### src/rtl/period_timer_pkg.sv
// Shared definitions for the timer blocks: operating mode encodings.
package period_timer_pkg;

  typedef enum logic {
    MODE_PERIODIC = 1'b0,
    MODE_ONESHOT  = 1'b1
  } mode_e;

endpackage

### src/rtl/tick_prescaler.sv
// Divides qualified strobes down to count steps: one step every div+1 strobes.
module tick_prescaler #(
  parameter int PRE_W = 4
) (
  input  logic             clk,
  input  logic             rst,
  input  logic             clr,
  input  logic             strobe,
  input  logic [PRE_W-1:0] div,
  output logic             step
);

  logic [PRE_W-1:0] cnt_q, cnt_d;

  // div only changes together with clr, so cnt_q never passes div
  assign step = strobe && (cnt_q == div);

  always_comb begin
    cnt_d = cnt_q;
    if (clr) begin
      cnt_d = '0;
    end else if (step) begin
      cnt_d = '0;
    end else if (strobe) begin
      cnt_d = cnt_q + 1'b1;
    end
  end

  always_ff @(posedge clk or posedge rst) begin
    if (rst) begin
      cnt_q <= '0;
    end else begin
      cnt_q <= cnt_d;
    end
  end

endmodule

### src/rtl/period_timer.sv
// Prescaled period timer with periodic and one-shot modes, registered tick,
// sticky done flag and busy indication.
module period_timer
  import period_timer_pkg::*;
#(
  parameter int WIDTH = 8,
  parameter int PRE_W = 4
) (
  input  logic             clk,
  input  logic             rst,
  input  logic             en,
  input  logic             incr,
  input  logic             load,
  input  logic [WIDTH-1:0] period,
  input  logic [PRE_W-1:0] prescale,
  input  logic             oneshot,
  output logic             tick,
  output logic             done,
  output logic             busy,
  output logic [WIDTH-1:0] number
);

  logic [WIDTH-1:0] per_q, per_d;
  logic [PRE_W-1:0] pre_q, pre_d;
  mode_e            mode_q, mode_d;
  logic [WIDTH-1:0] number_q, number_d;
  logic             tick_q, tick_d;
  logic             done_q, done_d;
  logic             busy_q, busy_d;

  logic qual_strobe;
  logic step;
  logic terminal;

  // A load in the same cycle swallows the strobe
  assign qual_strobe = busy_q & en & incr & ~load;
  assign terminal    = step && (number_q == per_q);

  tick_prescaler #(
    .PRE_W (PRE_W)
  ) u_prescaler (
    .clk    (clk),
    .rst    (rst),
    .clr    (load),
    .strobe (qual_strobe),
    .div    (pre_q),
    .step   (step)
  );

  always_comb begin
    per_d    = per_q;
    pre_d    = pre_q;
    mode_d   = mode_q;
    number_d = number_q;
    done_d   = done_q;
    busy_d   = busy_q;
    tick_d   = 1'b0;
    if (load) begin
      per_d    = period;
      pre_d    = prescale;
      mode_d   = mode_e'(oneshot);
      number_d = '0;
      done_d   = 1'b0;
      busy_d   = 1'b1;
    end else if (terminal) begin
      number_d = '0;
      tick_d   = 1'b1;
      if (mode_q == MODE_ONESHOT) begin
        busy_d = 1'b0;
        done_d = 1'b1;
      end
    end else if (step) begin
      number_d = number_q + 1'b1;
    end
  end

  always_ff @(posedge clk or posedge rst) begin
    if (rst) begin
      per_q    <= '0;
      pre_q    <= '0;
      mode_q   <= MODE_PERIODIC;
      number_q <= '0;
      tick_q   <= 1'b0;
      done_q   <= 1'b0;
      busy_q   <= 1'b0;
    end else begin
      per_q    <= per_d;
      pre_q    <= pre_d;
      mode_q   <= mode_d;
      number_q <= number_d;
      tick_q   <= tick_d;
      done_q   <= done_d;
      busy_q   <= busy_d;
    end
  end

  assign tick   = tick_q;
  assign done   = done_q;
  assign busy   = busy_q;
  assign number = number_q;

endmodule

### config.mk
export PLATFORM = sky130hd
export DESIGN_NAME = period_timer
export DESIGN_NICKNAME = d
export VERILOG_FILES = /design/src/rtl/period_timer_pkg.sv /design/src/rtl/tick_prescaler.sv /design/src/rtl/period_timer.sv
export SDC_FILE = /design/constraint.sdc
export NUM_CORES = 1
export LEC_CHECK = 0
export BUFFER_PORTS_ARGS = -buffer_cell sky130_fd_sc_hd__buf_2
export CAP_MARGIN = 20
export CORE_MARGIN = 10
export CORE_UTILIZATION = 50
export CTS_BUF_LIST = sky130_fd_sc_hd__clkbuf_4 sky130_fd_sc_hd__clkbuf_8
export DETAILED_ROUTE_END_ITERATION = 6
export GPL_TIMING_DRIVEN = 0
export PLACE_DENSITY = 0.74
export SLEW_MARGIN = 5
export SYNTH_ARGS = -nofsm -noshare
export SYNTH_HDL_FRONTEND = slang
export SYNTH_HIERARCHICAL = 1
export SYNTH_SLANG_ARGS = --single-unit
### constraint.sdc
create_clock -name clk -period 3.26 [get_ports clk]
set_input_delay 0.163 -clock clk [delete_from_list [all_inputs] [get_ports clk]]
set_output_delay 0.163 -clock clk [all_outputs]
set_load 0.05 [all_outputs]
==> metrics.csv, run 1 <==
stage,metric,value,unit
min_path,Hold Crit Class,input port to register,
logic_synthesis,Mapped Nets,139,
setup_path,Startpoint Class,register,
min_path,Hold Startpoint,oneshot,
cts,Post-CTS Setup Bufs,0,
logic_synthesis,top post-synthesis cells by area,"dfrtp_1 50%, mux2_2 9.7%, xnor2_1 5.6%",
placed_design,Inst Count DP,178,
setup_path,WS Path Type,register to register,
cts,CTS resizes,0,
logic_synthesis,"Distinct cells, synth",36,
grt,antenna violations before repair,0,
floorplanning,Initial Util,0.5162,
logic_synthesis,adder-cell area share of the yosys netlist,0.01789,
grt,"Remaining Overflow, GRT",0,
logic_synthesis,most frequent cell after synthesis,dfrtp_1,
cts,clk sinks,28,
placed_design,RePlAce Congestion,0.7618,
floorplanning,Die ar.,5314,µm²
min_path,Hold Path Sink,mode_q,
cts,Worst-Skew Late Latency,0.32,ns
sta,Final min period,2.291,ns
floorplanning,core area,2710,µm²
logic_synthesis,Synth Area in Simple Gates,0.1628,
floorplanning,Die Wd,72.90,µm
status,run status,"finished, final reports clean",
sta,fin crit share,0.7028,
sta,Least-Margin Pin Slew,0.9006,ns
logic_synthesis,Avg Synthesized Cell Area,11.75,µm²
setup_path,Worst setup EP type,register,
logic_synthesis,Syn Std Cell Area,1399,µm²
finish,"non-filler cells, final",183,
logic_synthesis,post-synthesis mux area share,0.09660,
logic_synthesis,async set-reset flop share out of synthesis,1.000,
sta,TNS Setup,0,ns
finish,Total Nets Final,173,
pwr,worst vdd ir,0.2976,mV
logic_synthesis,top post-synthesis cells by count,"28 x dfrtp_1, 12 x mux2_2, 9 x xnor2_1",
sta,final hold viol count,0,
finish,Area Growth Syn to Fin,16.10,%
cts,Worst-path clk slew,0.15,ns
sta,Slew HR,0.3989,
cts,Clock Path Buffers,2,
route,DRC errors left,0,
route,ANT nets after route,0,
setup_path,R2R depth,8,
placed_design,Placed Instance Area,1578,µm²
setup_path,Worst EP arrival,2.50,ns
route,Starting DRT DRC Count,40,
logic_synthesis,Post-synth EDFFs,0,
route,Vias,1004,
finish,share of cells above drive strength 1,0.3816,
floorplanning,IO Pins,29,
grt,first-pass GRT wire length,5009,µm
setup_path,reg2reg setup slack,0.97,ns
placed_design,Port Buffer Count,28,
floorplanning,# rows,19,
cts,"Hold-fix buffers, CTS",1,
setup_path,R2R Path Start,busy,
setup_path,reg2reg end,number[5],
pwr,pwr dens,381.4,nW/µm²
finish,Final Cell Area,1624,µm²
job,MaxCap Viol Count,0,
sta,Final setup viols,0,
logic_synthesis,largest family of logic cells by synthesized area,simple AND/OR/NAND/NOR gates,
logic_synthesis,leading area contributor after synthesis,dfrtp_1,
route,average wire per standard cell,15.25,µm
logic_synthesis,post-synthesis compound-gate area fraction,0.09034,
finish,Antenna Cells,0,
route,WL final,2790,µm
pwr,Lkg Pwr,0.7720,nW
grt,vias in the first global route,1118,
route,Vias/cell,5.486,
route,Pre-antenna DRT Iters,4,
sta,RSZ-0062 raised after global routing,no,
cts,total CTS buffers,3,
cts,CTS tree,done,
grt,total track usage,0.1148,
floorplanning,Die H,72.90,µm
logic_synthesis,sequential element share of the synthesized area,0.5009,
placed_design,post-DP HPWL,2188,µm
logic_synthesis,Main synth FF type,dfrtp_1,
logic_synthesis,Gate Count Post-Synth,119,
min_path,Min-Delay Path Depth,3,
logic_synthesis,Synth Register Bits,28,
pwr,Tot Pwr,0.6194,mW
logic_synthesis,share of the synthesized area in the top cell type,0.5009,
sta,PnR worst setup slack,0.9690,ns
logic_synthesis,post-synthesis xor/xnor area fraction,0.1002,
setup_path,Crit Path Max Fanout,9,
sta,"Slew Viols, Final",0,
sta,Clock Skews,0.003902,ns
placed_design,dpl ws,0.6552,ns
sta,Max Freq,436.5,MHz
cts,H-tree Lvls,1,
logic_synthesis,Ys Warns,6,
setup_path,critical path required time,3.47,ns
cts,clk root buf,clkbuf_4,
grt,pin count of the biggest net entering global routing,25,
## registers in the layout (all words and copies together) (netlist names)
name / count
mode_q: 1
done: 1
tick: 1
number: 8
u_prescaler/cnt_q: 4
pre_q: 4
busy: 1
per_q: 8
## per-stage QoR
stage	utilization	hold WS [ns]
floorplan	-	-0.07092
global placement	0.5822	0.05760
detailed placement	0.5822	0.06605
CTS	0.5993	0.04527
global route	0.5993	0.03837
finish	0.5993	0.04974
## how the worst max path moves through the flow
stage / startpoint / endpoint / slack, ns / depth (start not counted)
CTS: busy / number[3] / 0.94 / 8
finish: busy / number[5] / 0.97 / 8
global placement: load / number[2] / 0.72 / 10
global route: busy / number[2] / 0.71 / 8
floorplan: busy / number[0] / 1.02 / 8
detailed placement: load / number[7] / 0.66 / 10
## layout by cell type (no fill, tap or decap), types with 2 or more instances in the layout
master / synthesis / final
nor2_1: 8 / 8
inv_1: 6 / 6
nand2_1: 5 / 5
xnor2_1: 9 / 9
a21oi_1: 4 / 4
nand4_1: 4 / 4
dfrtp_1: 28 / 28
nand2b_1: 3 / 3
xor2_1: 7 / 7
buf_2: 1 / 29
mux2_2: 12 / 12
clkbuf_4: 0 / 3
o21ai_0: 3 / 3
nor4_1: 3 / 3
or2b_1: 2 / 2
and3_2: 2 / 2
ha_1: 2 / 2
## critical path, stage by stage (launching register included)
cell and delay [ns]:
dfrtp_1 0.37, inv_1 0.05, nor3_1 0.16, clkbuf_2 0.23, o2111ai_2 0.19, nor2_2 0.40
nand4_2 0.26, o31ai_4 0.42, nor2_1 0.09
## cell families after synthesis
group	Yosys count
adders and majority gates	2
xor gates and xnor gates	16
muxes	12
DFF	28
and+or+nand+nor	37
buffers and inverters	9
AOI/OAI and AO/OA	15
## layout make-up
class                           instances  area (µm²)
Fill cell                             257        1086
Buffer                                  3       21.27
Sequential cell                        28       700.7
Clock buffer                            4       36.28
Timing Repair Buffer                   29       150.1
Tap cell                               31       38.79
Inverter                                6       22.52
Multi-Input combinational cell         82       654.4
## per-layer routing
| layer | share of wire | global-route usage | wire length [µm] |
|---|---|---|---|
| met1 | 0.42 | 0.1225 | 1166 |
| met2 | 0.52 | 0.2071 | 1440 |
| met3 | 0.059 | 0.03401 | 166 |
| met4 | 0.0057 | 0.04219 | 16 |
| met5 | 0 | 0 | 0 |
## where the power goes
| part | switching [mW] | internal (mW) |
|---|---|---|
| Combinational | 0.0375 | 0.0379 |
| Clock | 0.0987 | 0.0683 |
| Sequential | 0.0127 | 0.364 |
Power figures use the tool's default switching activity.
==> run 2, diff against run 1 <==
--- a/config.mk
+++ b/config.mk
@@ -12,7 +12,7 @@
 export CTS_BUF_LIST = sky130_fd_sc_hd__clkbuf_4 sky130_fd_sc_hd__clkbuf_8
 export DETAILED_ROUTE_END_ITERATION = 6
 export GPL_TIMING_DRIVEN = 0
-export PLACE_DENSITY = 0.74
+export PLACE_DENSITY = 0.77
 export SLEW_MARGIN = 5
 export SYNTH_ARGS = -nofsm -noshare
 export SYNTH_HDL_FRONTEND = slang
==> constraint.sdc (replaced) <==
create_clock -name clk -period 1.9 [get_ports clk]
set_input_delay 0.095 -clock clk [delete_from_list [all_inputs] [get_ports clk]]
set_output_delay 0.095 -clock clk [all_outputs]
set_load 0.05 [all_outputs]
==> run 2 against run 1 <==
Compared with the run above:
- the run now ends with setup timing left
- critical path depth is 1 lower
- sequential share of layout area down 5.7 points
- total power grew 79%
- count of clock-buffer cells in the layout unchanged
- wire length rose by 13%
- maximum frequency increased by 16%
- worst setup slack got worse by 1.0 ns
- hold slack better by 0.12 ns
- sequential cell count unchanged
- critical endpoint is now number[7]
- largest cell class unchanged
- highest routed layer unchanged
==> metrics.csv, run 2 (synthesis results as in run 1) <==
stage,metric,value,unit
pwr,worst vdd ir,0.5191,mV
floorplanning,core area,2710,µm²
floorplanning,Die H,72.90,µm
grt,pin count of the biggest net entering global routing,25,
setup_path,slowest CP cell,dfrtp_1,
finish,Total Nets Final,194,
pwr,pwr dens,592.1,nW/µm²
finish,multi-input logic area,699.4,µm²
finish,Final Cell Area,1873,µm²
cts,clk root buf,clkbuf_4,
status,run status,"complete, but fails checks",
route,Vias,1094,
cts,total CTS buffers,3,
route,average wire per standard cell,15.39,µm
sta,Clock Skews,0.007041,ns
pwr,Tot Pwr,1.109,mW
floorplanning,Initial Util,0.5162,
setup_path,CP Cell Sequence,"xor2_1, a2111o_1, nor2_4, nand4_4, o31ai_4, buf_6, nor2_1",
setup_path,critical path required time,2.15,ns
cts,Worst-path clk slew,0.15,ns
setup_path,Worst path top cell family by delay,compound AO/OA/AOI/OAI gates,
finish,share of cells above drive strength 1,0.4162,
placed_design,Placed Instance Area,1612,µm²
sta,PnR worst setup slack,-0.06887,ns
finish,Fill cells,208,
sta,"Slew Viols, Final",0,
route,Vias/cell,5.363,
sta,RSZ-0062 raised after global routing,yes,
floorplanning,# rows,19,
sta,Slew HR,0.3898,
grt,"Remaining Overflow, GRT",0,
route,ANT nets after route,0,
cts,Clock Path Buffers,2,
grt,total track usage,0.1277,
setup_path,buffer and inverter count on the worst path,1,
setup_path,Worst EP arrival,2.21,ns
finish,Area Growth Syn to Fin,33.90,%
route,DRC errors left,0,
setup_path,Crit Path Max Fanout,5,
route,Pre-antenna DRT Iters,4,
status,violated checks,setup timing,
job,MaxCap Viol Count,0,
sta,Max Freq,507.9,MHz
finish,"commonest cells after routing, fill and taps aside","29 x buf_2, 27 x dfrtp_1, 15 x dlygate4sd3_1, 12 x mux2_2, 9 x xnor2_1",
sta,final hold viol count,0,
placed_design,Port Buffer Count,28,
route,Starting DRT DRC Count,54,
sta,Final min period,1.969,ns
floorplanning,IO Pins,29,
finish,"most common cell after layout, fill and taps aside",buf_2,
placed_design,RePlAce Congestion,0.7896,
setup_path,"Largest stage delay, worst path",0.44,ns
sta,Least-Margin Pin Slew,0.9143,ns
grt,antenna violations before repair,0,
cts,clk sinks,28,
placed_design,post-DP HPWL,2136,µm
setup_path,WS Path Type,register to register,
finish,Post-Route Utilization,0.6911,
sta,fin crit share,1.036,
pwr,Lkg Pwr,0.8628,nW
finish,Reg area,701.9,µm²
min_path,Hold Crit Class,input port to asynchronous set/reset pin,
cts,CTS tree,done,
cts,Worst-Skew Late Latency,0.33,ns
sta,Final setup viols,7,
floorplanning,Die Wd,72.90,µm
grt,first-pass GRT wire length,5388,µm
route,WL final,3140,µm
setup_path,Worst setup EP type,register,
floorplanning,Die ar.,5314,µm²
finish,Antenna Cells,0,
setup_path,Startpoint Class,register,
cts,H-tree Lvls,1,
grt,vias in the first global route,1152,
run 2: area by class of cell:
cell class,count,share of cell area
Tap cell,31,0.02071
Timing Repair Buffer,50,0.1870
Buffer,3,0.01269
Multi-Input combinational cell,82,0.3734
Clock buffer,4,0.01937
Sequential cell,28,0.3747
Inverter,6,0.01202
run 2: metal layers:
metal  share of wire  track usage
met1            0.42       0.1460
met4           0.016      0.05696
met3           0.054      0.03673
met2            0.51       0.2148
met5               0            0
run 2: final timing paths:
| check | slack [ns] | cells after the start | startpoint | to |
|---|---|---|---|---|
| worst max-delay path | -0.07 | 7 | u_prescaler/cnt_q[2] | number[7] |
| worst max register to register | -0.07 | 7 | u_prescaler/cnt_q[2] | number[7] |
| worst min register to register | 0.52 | 1 | done | done |
| min in group clk | 0.19 | 3 | load | per_q[5] |
| worst min-delay path | 0.17 | 3 | rst | u_prescaler/cnt_q[3] |
| max in group asynchronous | 0.79 | 3 | rst | busy |
run 2: worst register-to-register path, stage by stage, from the launching register on:
cell      delay, ns
dfrtp_1        0.44
xor2_1         0.17
a2111o_1       0.42
nor2_4         0.22
nand4_4        0.16
o31ai_4        0.26
buf_6          0.16
nor2_1         0.04
run 2: per-stage QoR:
step	worst slack (ns)	TNS, ns	std cells	hold slack (ns)
floorplan	0.03052	0	119	-0.1389
global placement	-0.2896	-2.298	178	-0.01523
detailed placement	-0.3283	-2.600	178	-0.01126
CTS	0.002109	0	200	0.002576
global route	-0.1173	-0.7674	204	0.1877
finish	-0.06887	-0.4090	204	0.1670
run 2: what timing repair did:
item                                   in CTS  in global routing
endpoints found under the hold margin      34                  1
hold buffers                               14                  1
resized for setup                           0                  6
buffers inserted                            4                  3
setup endpoints to repair                  10                 10
pin swaps                                   2                  4
run 2: power breakdown:
group	switching (mW)	leakage, nW	total (mW)	internal, mW
Sequential	0.0219	0.356	0.647	0.625
Combinational	0.0785	0.486	0.171	0.0925
Clock	0.174	0.0210	0.291	0.118
Total	0.274	0.863	1.11	0.835
